`src/rtl/prio_enc_scan.sv`:
```
// Priority-encoding scanner: captures a request vector and emits one set-bit index per beat.
// Latency: first index the cycle after capture, then one index per cycle while dout_ready=1.
// Backpressure: din_ready is low while scanning; dout_ready=0 holds dout, dout_last and pending.
//
// Ports:
//   clk, rst_n            single clock, synchronous active-low reset
//   din_valid/din_ready   request vector handshake, din is N bits wide
//   dout_valid/dout_ready encoded index handshake, dout is W bits wide
//   dout_last             current index is the last set bit of the captured vector
//   zero_seen             one-cycle pulse after an all-zero vector was accepted
//
// Build option: define PRIO_ENC_SCAN_LSB_FIRST_EN to scan lowest set bit first;
// the default build scans highest set bit first.
// W must equal $clog2(N); N may range from 2 to 64.
module prio_enc_scan #(
    parameter int N = 8,
    parameter int W = 3
) (
    input  logic         clk,
    input  logic         rst_n,
    input  logic         din_valid,
    output logic         din_ready,
    input  logic [N-1:0] din,
    output logic         dout_valid,
    input  logic         dout_ready,
    output logic [W-1:0] dout,
    output logic         dout_last,
    output logic         zero_seen
);

    typedef enum logic {
        IDLE = 1'b0,
        SCAN = 1'b1
    } state_t;

    localparam logic [N-1:0] ONE = N'(1);

    state_t       state_q, state_d;
    logic [N-1:0] pending_q, pending_d;
    logic         zero_seen_q, zero_seen_d;

    logic [W-1:0] sel_idx;
    logic [N-1:0] sel_mask;
    logic         single_bit;

    // Pick the bit to report. The loop runs towards the preferred end so the
    // last match it sees is the one that wins.
    always_comb begin
        sel_idx  = '0;
        sel_mask = '0;
`ifdef PRIO_ENC_SCAN_LSB_FIRST_EN
        for (int i = N - 1; i >= 0; i--) begin
            if (pending_q[i]) begin
                sel_idx  = W'(i);
                sel_mask = ONE << i;
            end
        end
`else
        for (int i = 0; i < N; i++) begin
            if (pending_q[i]) begin
                sel_idx  = W'(i);
                sel_mask = ONE << i;
            end
        end
`endif
    end

    // x & (x-1) clears the lowest set bit; zero result means at most one bit set.
    // pending is never zero while scanning, so this is "exactly one" in SCAN.
    assign single_bit = ((pending_q & (pending_q - ONE)) == '0);

    always_comb begin
        state_d     = state_q;
        pending_d   = pending_q;
        zero_seen_d = 1'b0;
        din_ready   = 1'b0;
        dout_valid  = 1'b0;
        dout        = '0;
        dout_last   = 1'b0;
        case (state_q)
            IDLE: begin
                din_ready = 1'b1;
                if (din_valid) begin
                    if (din != '0) begin
                        pending_d = din;
                        state_d   = SCAN;
                    end else begin
                        zero_seen_d = 1'b1;
                    end
                end
            end
            SCAN: begin
                dout_valid = 1'b1;
                dout       = sel_idx;
                dout_last  = single_bit;
                if (dout_ready) begin
                    pending_d = pending_q & ~sel_mask;
                    if (single_bit) begin
                        state_d = IDLE;
                    end
                end
            end
            default: begin
                state_d   = IDLE;
                pending_d = '0;
            end
        endcase
    end

    assign zero_seen = zero_seen_q;

    always_ff @(posedge clk) begin
        if (!rst_n) begin
            state_q     <= IDLE;
            pending_q   <= '0;
            zero_seen_q <= 1'b0;
        end else begin
            state_q     <= state_d;
            pending_q   <= pending_d;
            zero_seen_q <= zero_seen_d;
        end
    end

endmodule

```
`config.mk`:
```
export PLATFORM = sky130hd
export DESIGN_NAME = prio_enc_scan
export DESIGN_NICKNAME = d
export VERILOG_FILES = /design/src/rtl/prio_enc_scan.sv
export SDC_FILE = /design/constraint.sdc
export NUM_CORES = 1
export LEC_CHECK = 0
export CORE_MARGIN = 3
export CORE_UTILIZATION = 45
export DETAILED_ROUTE_END_ITERATION = 10
export GPL_ROUTABILITY_DRIVEN = 0
export PLACE_DENSITY = 0.77
export SLEW_MARGIN = 5
export SYNTH_ARGS = -nofsm -noshare
export SYNTH_HDL_FRONTEND = slang
export SYNTH_SLANG_ARGS = --single-unit
```
`constraint.sdc`:
```
create_clock -name clk -period 2.35 [get_ports clk]
set_input_delay 0.47 -clock clk [delete_from_list [all_inputs] [get_ports clk]]
set_output_delay 0.47 -clock clk [all_outputs]
set_load 0.01 [all_outputs]
```
== Yosys cells after proc, flatten, opt, wreduce, memory -nomap -nowiden ==
Index checks and enable logic that the tools add are counted.

* Bits in registers: 10
* Latch bits: 0
* Bits in writable memories: 0
* ROM bits: 0
* Output and inout bits: 7
* Word-level logic and storage cells: 46
* Memories: 0

* $add $sub $neg: 1
* $mul: 0
* Divide/modulo/power cells: 0
* Order comparisons: 0
* Eq/ne operators: 3
* Shift operators: 0
* Muxes and demuxes: 29
* Bitwise logic cells: 6
* Reductions and logical operators: 4

{| class="wikitable"
|+ Operators by type and width
! kind !! count
|-
| 8-bit 2-to-1 mux || 10
|-
| 3-bit 2-to-1 mux || 7
|-
| 8-bit bitwise AND || 2
|-
| 8-bit one-hot mux with 2 select lines || 1
|-
| 1-bit 2-to-1 mux || 10
|-
| 8-bit zero test || 1
|-
| 8-bit inverter || 1
|-
| 8-bit nonzero test || 1
|-
| 8-bit by 1-bit subtractor with 8-bit output (second input constant) || 1
|-
| 2-bit != test (second input constant) || 3
|-
| 1-bit inverter || 3
|-
| 3-bit AND reduction || 1
|-
| 3-bit OR reduction || 1
|-
| 1-bit one-hot mux with 2 select lines || 1
|}

== Logic depth before layout (Yosys ltp) ==
* Word-level depth: 12
* Gate-level depth with buffers: 5
* Depth with buffers taken out: 4

== Worst setup path after synthesis ==
Ideal clock, no wire load.

* Path type: register to output
* Start point: reg pending_q[1]
* End point: out dout_last
* Arrival: 1.483 ns
* Data required time: 1.880 ns
* Slack: 0.397 ns
* Cell stages (with the launch flop): 5
* Cells stage by stage: dfxtp_1 > or4_4 > a2111oi_4 > nor3_2 > nor2_1

* Word-level cells in the longest chain between the ends: 4

{| class="wikitable"
|+ RTL lines
! item !! RTL line !! RTL
|-
| from (decl) || 39 || <nowiki>logic [N-1:0] pending_q, pending_d;</nowiki>
|-
| from (signal assigned) || 119 || <nowiki>pending_q <= pending_d;</nowiki>
|-
| 8-bit by 1-bit subtractor with 8-bit output || 70 || <nowiki>assign single_bit = ((pending_q & (pending_q - ONE)) == '0);</nowiki>
|-
| 8-bit bitwise AND * || 70 ||
|-
| 8-bit zero test * || 70 ||
|-
| 1-bit 2-to-1 mux * || 80 || <nowiki>case (state_q)</nowiki>
|-
| to (decl) || 27 || <nowiki>output logic dout_last,</nowiki>
|}

Mark *: on every way between the ends. The rest lies on a longest branch, timed or not.

== Final worst setup path ==
* Start point: reg pending_q[3]
* End point: out dout_last

Same word-level chain as after synthesis.

==> impl.org <==
** Floorplanning
- The floorplan step defined a die boundary enclosing 1922 um2.
- Pin placement for this block handled 19 I/O pins.
- Core box area :: 1318 um2
- Die extent in y :: 43.84 um
- The floorplan has 13 rows.
- Die width :: 43.84 um
- Initial core utilization :: 48.91%

** Yosys
- During synthesis, Yosys emitted a total of 0 warnings.
- Adder and majority cell fraction of the synthesized area :: 1.553%
- The synthesized design contains 10 register bits.
- The share of synthesized area in the top cell type comes to 31.07%.
- Largest area contributor in the synthesized netlist :: sky130_fd_sc_hd__dfxtp_1
- Mean area per synthesized cell :: 8.950 um2
- Synth top area cells :: sky130_fd_sc_hd__dfxtp_1 31%, sky130_fd_sc_hd__a32o_1 7.8%, sky130_fd_sc_hd__o21ai_0 4.7%
- Of the total synthesized cell area, the portion taken by AND, OR, NAND and NOR gates is 26.41%.
- Combinational family with the most area after synthesis :: compound AO/OA/AOI/OAI gates
- Unique cell type count in the Yosys netlist :: 31
- The number of nets in the synthesized netlist is 84.
- Post-Synth XOR/XNOR Area :: 0%
- Proportion of synthesized area in mux cells :: 0%
- Proportion of synthesized chip area in sequential cells :: 31.07%
- Synthesized area :: 644.4 um2
- Summing the areas of all compound-gate instances in the mapped netlist gives 33.98% of the synthesized area.
- Cell count after synthesis :: 72

** GRT
- Global-route wire length before repair :: 3.008 mm
- Pin count of the biggest net entering global routing :: 13
- Vias in the first global route :: 678
- Number of antenna violations at the first check in global routing :: 0
- Total GRT Usage :: 21.75%
- For this run the aggregate overflow at the end of global routing stands at 0.

** Clock tree
- Clock buffers created by TritonCTS :: 3
- Max Root-Sink Buffers :: 2
- Maximum level of the CTS H-tree :: 1
- At the later pin of the worst-skew pair, clock insertion delay measures 270 ps.
- # clock sinks :: 10
- TritonCTS built the clock tree.
- Post-CTS clock slew at the launch and capture registers of the worst setup and hold paths :: 60 ps
- Number of hold buffers added after CTS :: 0
- Clk root buf :: sky130_fd_sc_hd__clkbuf_4

** Timing
- Max Slew Vio Count :: 0
- Setup repair after global routing missed its margin :: yes
- Maximum clock frequency :: 418.3 MHz
- Setup violations remaining at the end of the flow were counted as 1.
- Worst-margin pin slew :: 429.7 ps
- Headroom to the max-slew limit came out at 71.09%.
- Clock skew on the completed layout was measured at 4.175 ps.
- Final critical delay including setup and external delays :: 2391 ps
- On the final layout, the worst hold slack is 564.0 ps.
- Final period util :: 101.7%
- The total count of hold-check failures in the final report is 0.
- Setup slack on the critical path of the routed design comes to -40.59 ps.

** Setup path
- The worst setup path is captured at an output port.
- Critical path arrival :: 1920 ps
- Startpoint type of the worst setup path :: flop
- Number of cell instances on the worst register-to-register path :: 5
- The setup path with the least slack is of type flop to output port.
- Along the worst path, the maximum fanout reaches 3.
- Data on the critical path is required at its endpoint by 1880 ps.

** Hold path
- Number of cells on the worst hold path :: 2
- The tightest min-delay check is of the flop to flop type.

** Status
- The final reports fail on negative setup slack.
- Result of the run :: finished, violations left

** Power and ir drop
- Overall Power :: 0.0004910 W
- Pwr/cell area :: 545.1 nW/um2
- Maximum VDD drop :: 0.3189 mV
- Leakage dissipation :: 0.3471 nW

** Detailed routing
- The first detailed-routing pass ran for 4 iterations.
- The detail route stage leaves a number of antenna-violating nets equal to 0.
- Via total after detailed routing :: 667
- Post-route DRC violation count :: 0
- After detailed routing, the average wire length per cell comes to 16.95 um.
- Initial DRC count :: 13
- Via-per-instance ratio :: 6.064
- After detailed routing, the total wire length is 1.864 mm.

** Layout
- Synthesis-to-finish area growth :: 39.81%
- The library cell used most frequently in the layout, excluding fill and tap cells, is sky130_fd_sc_hd__clkdlybuf4s50_1.
- Post-layout utilization of the core :: 68.38%
- Antenna Cells :: 0
- Fraction of layout cells with a size suffix above 1 :: 23.16%
- In the layout the commonest cells are 16 x sky130_fd_sc_hd__clkdlybuf4s50_1, 7 x sky130_fd_sc_hd__dfxtp_1, 7 x sky130_fd_sc_hd__buf_4.
- For this run, the post-layout net count is 109.

** Placement
- DP HPWL :: 1.371 mm
- Buffers placed on the I/O ports in this run total 18.

** Job
- Maximum capacitance violations :: 0
==> registers in the layout, indices dropped and copies added (netlist names) <==
register   cells
state_q        1
zero_seen      1
pending_q      8
==> worst max-delay path, cell delays in order (launching register included) <==
cell	delay, ps
sky130_fd_sc_hd__dfxtp_1	310
sky130_fd_sc_hd__or4_4	580
sky130_fd_sc_hd__a2111oi_4	390
sky130_fd_sc_hd__nor3_2	80
sky130_fd_sc_hd__nor2_1	120
sky130_fd_sc_hd__buf_2	160
==> cells in the mapped netlist <==
library cell	count
sky130_fd_sc_hd__o21bai_1	2
sky130_fd_sc_hd__or3_1	1
sky130_fd_sc_hd__clkbuf_1	3
sky130_fd_sc_hd__nand3b_1	2
sky130_fd_sc_hd__inv_1	3
sky130_fd_sc_hd__nor2_1	3
sky130_fd_sc_hd__a21boi_0	1
sky130_fd_sc_hd__a2111oi_2	1
sky130_fd_sc_hd__o221a_1	1
sky130_fd_sc_hd__and2_1	4
sky130_fd_sc_hd__o31ai_1	1
sky130_fd_sc_hd__o22ai_1	2
sky130_fd_sc_hd__a21boi_2	1
sky130_fd_sc_hd__nor2b_1	2
sky130_fd_sc_hd__a21oi_1	2
sky130_fd_sc_hd__o21ai_0	6
sky130_fd_sc_hd__o21a_1	1
sky130_fd_sc_hd__buf_6	2
sky130_fd_sc_hd__nor4_1	3
sky130_fd_sc_hd__dfxtp_1	10
sky130_fd_sc_hd__nand2_1	5
sky130_fd_sc_hd__o21ai_1	1
sky130_fd_sc_hd__maj3_1	1
sky130_fd_sc_hd__and3_1	1
sky130_fd_sc_hd__a2111oi_4	1
sky130_fd_sc_hd__a32o_1	5
sky130_fd_sc_hd__or4_4	2
sky130_fd_sc_hd__a32oi_1	1
sky130_fd_sc_hd__nor3_2	2
sky130_fd_sc_hd__nor3_1	1
sky130_fd_sc_hd__and2_4	1
==> through the flow <==
| stage | setup WS, ps | setup TNS [ps] | instances | instance area (um2) |
|---|---|---|---|---|
| 2_1_floorplan | 397.0 | 0 | 72 | 644.4 |
| 3_3_place_gp | -60.82 | -60.82 | 107 | 862.1 |
| 3_5_place_dp | -90.75 | -90.75 | 107 | 862.1 |
| 4_1_cts | -30.99 | -30.99 | 110 | 899.6 |
| 5_1_grt | -85.86 | -85.86 | 110 | 900.9 |
| 6_report | -40.59 | -40.59 | 110 | 900.9 |
==> cells by family (layout without fill, tap and decap cells) <==
group,after synthesis,count (layout)
AND/OR/NAND/NOR,27,27
AO/OA/AOI/OAI,26,26
flip-flops,10,10
buffers and inverters,8,31
adder cells (fa/ha/maj),1,1
==> final timing paths <==
| check | start | endpoint | slack [ps] |
|---|---|---|---|
| hold reg to reg | pending_q[6] | pending_q[6] | 560 |
| setup reg to reg | pending_q[3] | state_q | 550 |
| setup / recovery | pending_q[3] | dout_last | -40 |
| hold / removal | pending_q[6] | pending_q[6] | 560 |
==> layer usage <==
layer	routed length [um]	vias to the layer above	share of wire, %	GRT usage (%)
li1	-	321	-	-
met5	0	-	0	0
met3	155	7	8.3	9.544
met4	44	0	2.4	8.434
met1	747	310	40	24.50
met2	916	29	49	35.76
==> timing repair <==
item / in CTS / in global routing
resized for setup: 5 / 5
setup endpoints to repair: 2 / 2
setup buffers: 0 / 0
pin swaps: 2 / 3
==> area by class of cell <==
type                    count  area (um2)
clock buffers               3       22.52
fillers                   122       416.7
inverters                   3       11.26
multi-input cells          54       411.6
flip-flops and latches     10       206.4
well taps                  15       18.77
repair buffers             25       230.2
==> power breakdown <==
group	internal [W]	total [W]	leakage [nW]	switching, W
Combinational	0.0000950	0.000169	0.250	0.0000739
Clock	0.0000592	0.000117	0.0138	0.0000574
Sequential	0.000182	0.000206	0.0836	0.0000236
Power figures use the tool's default switching activity.
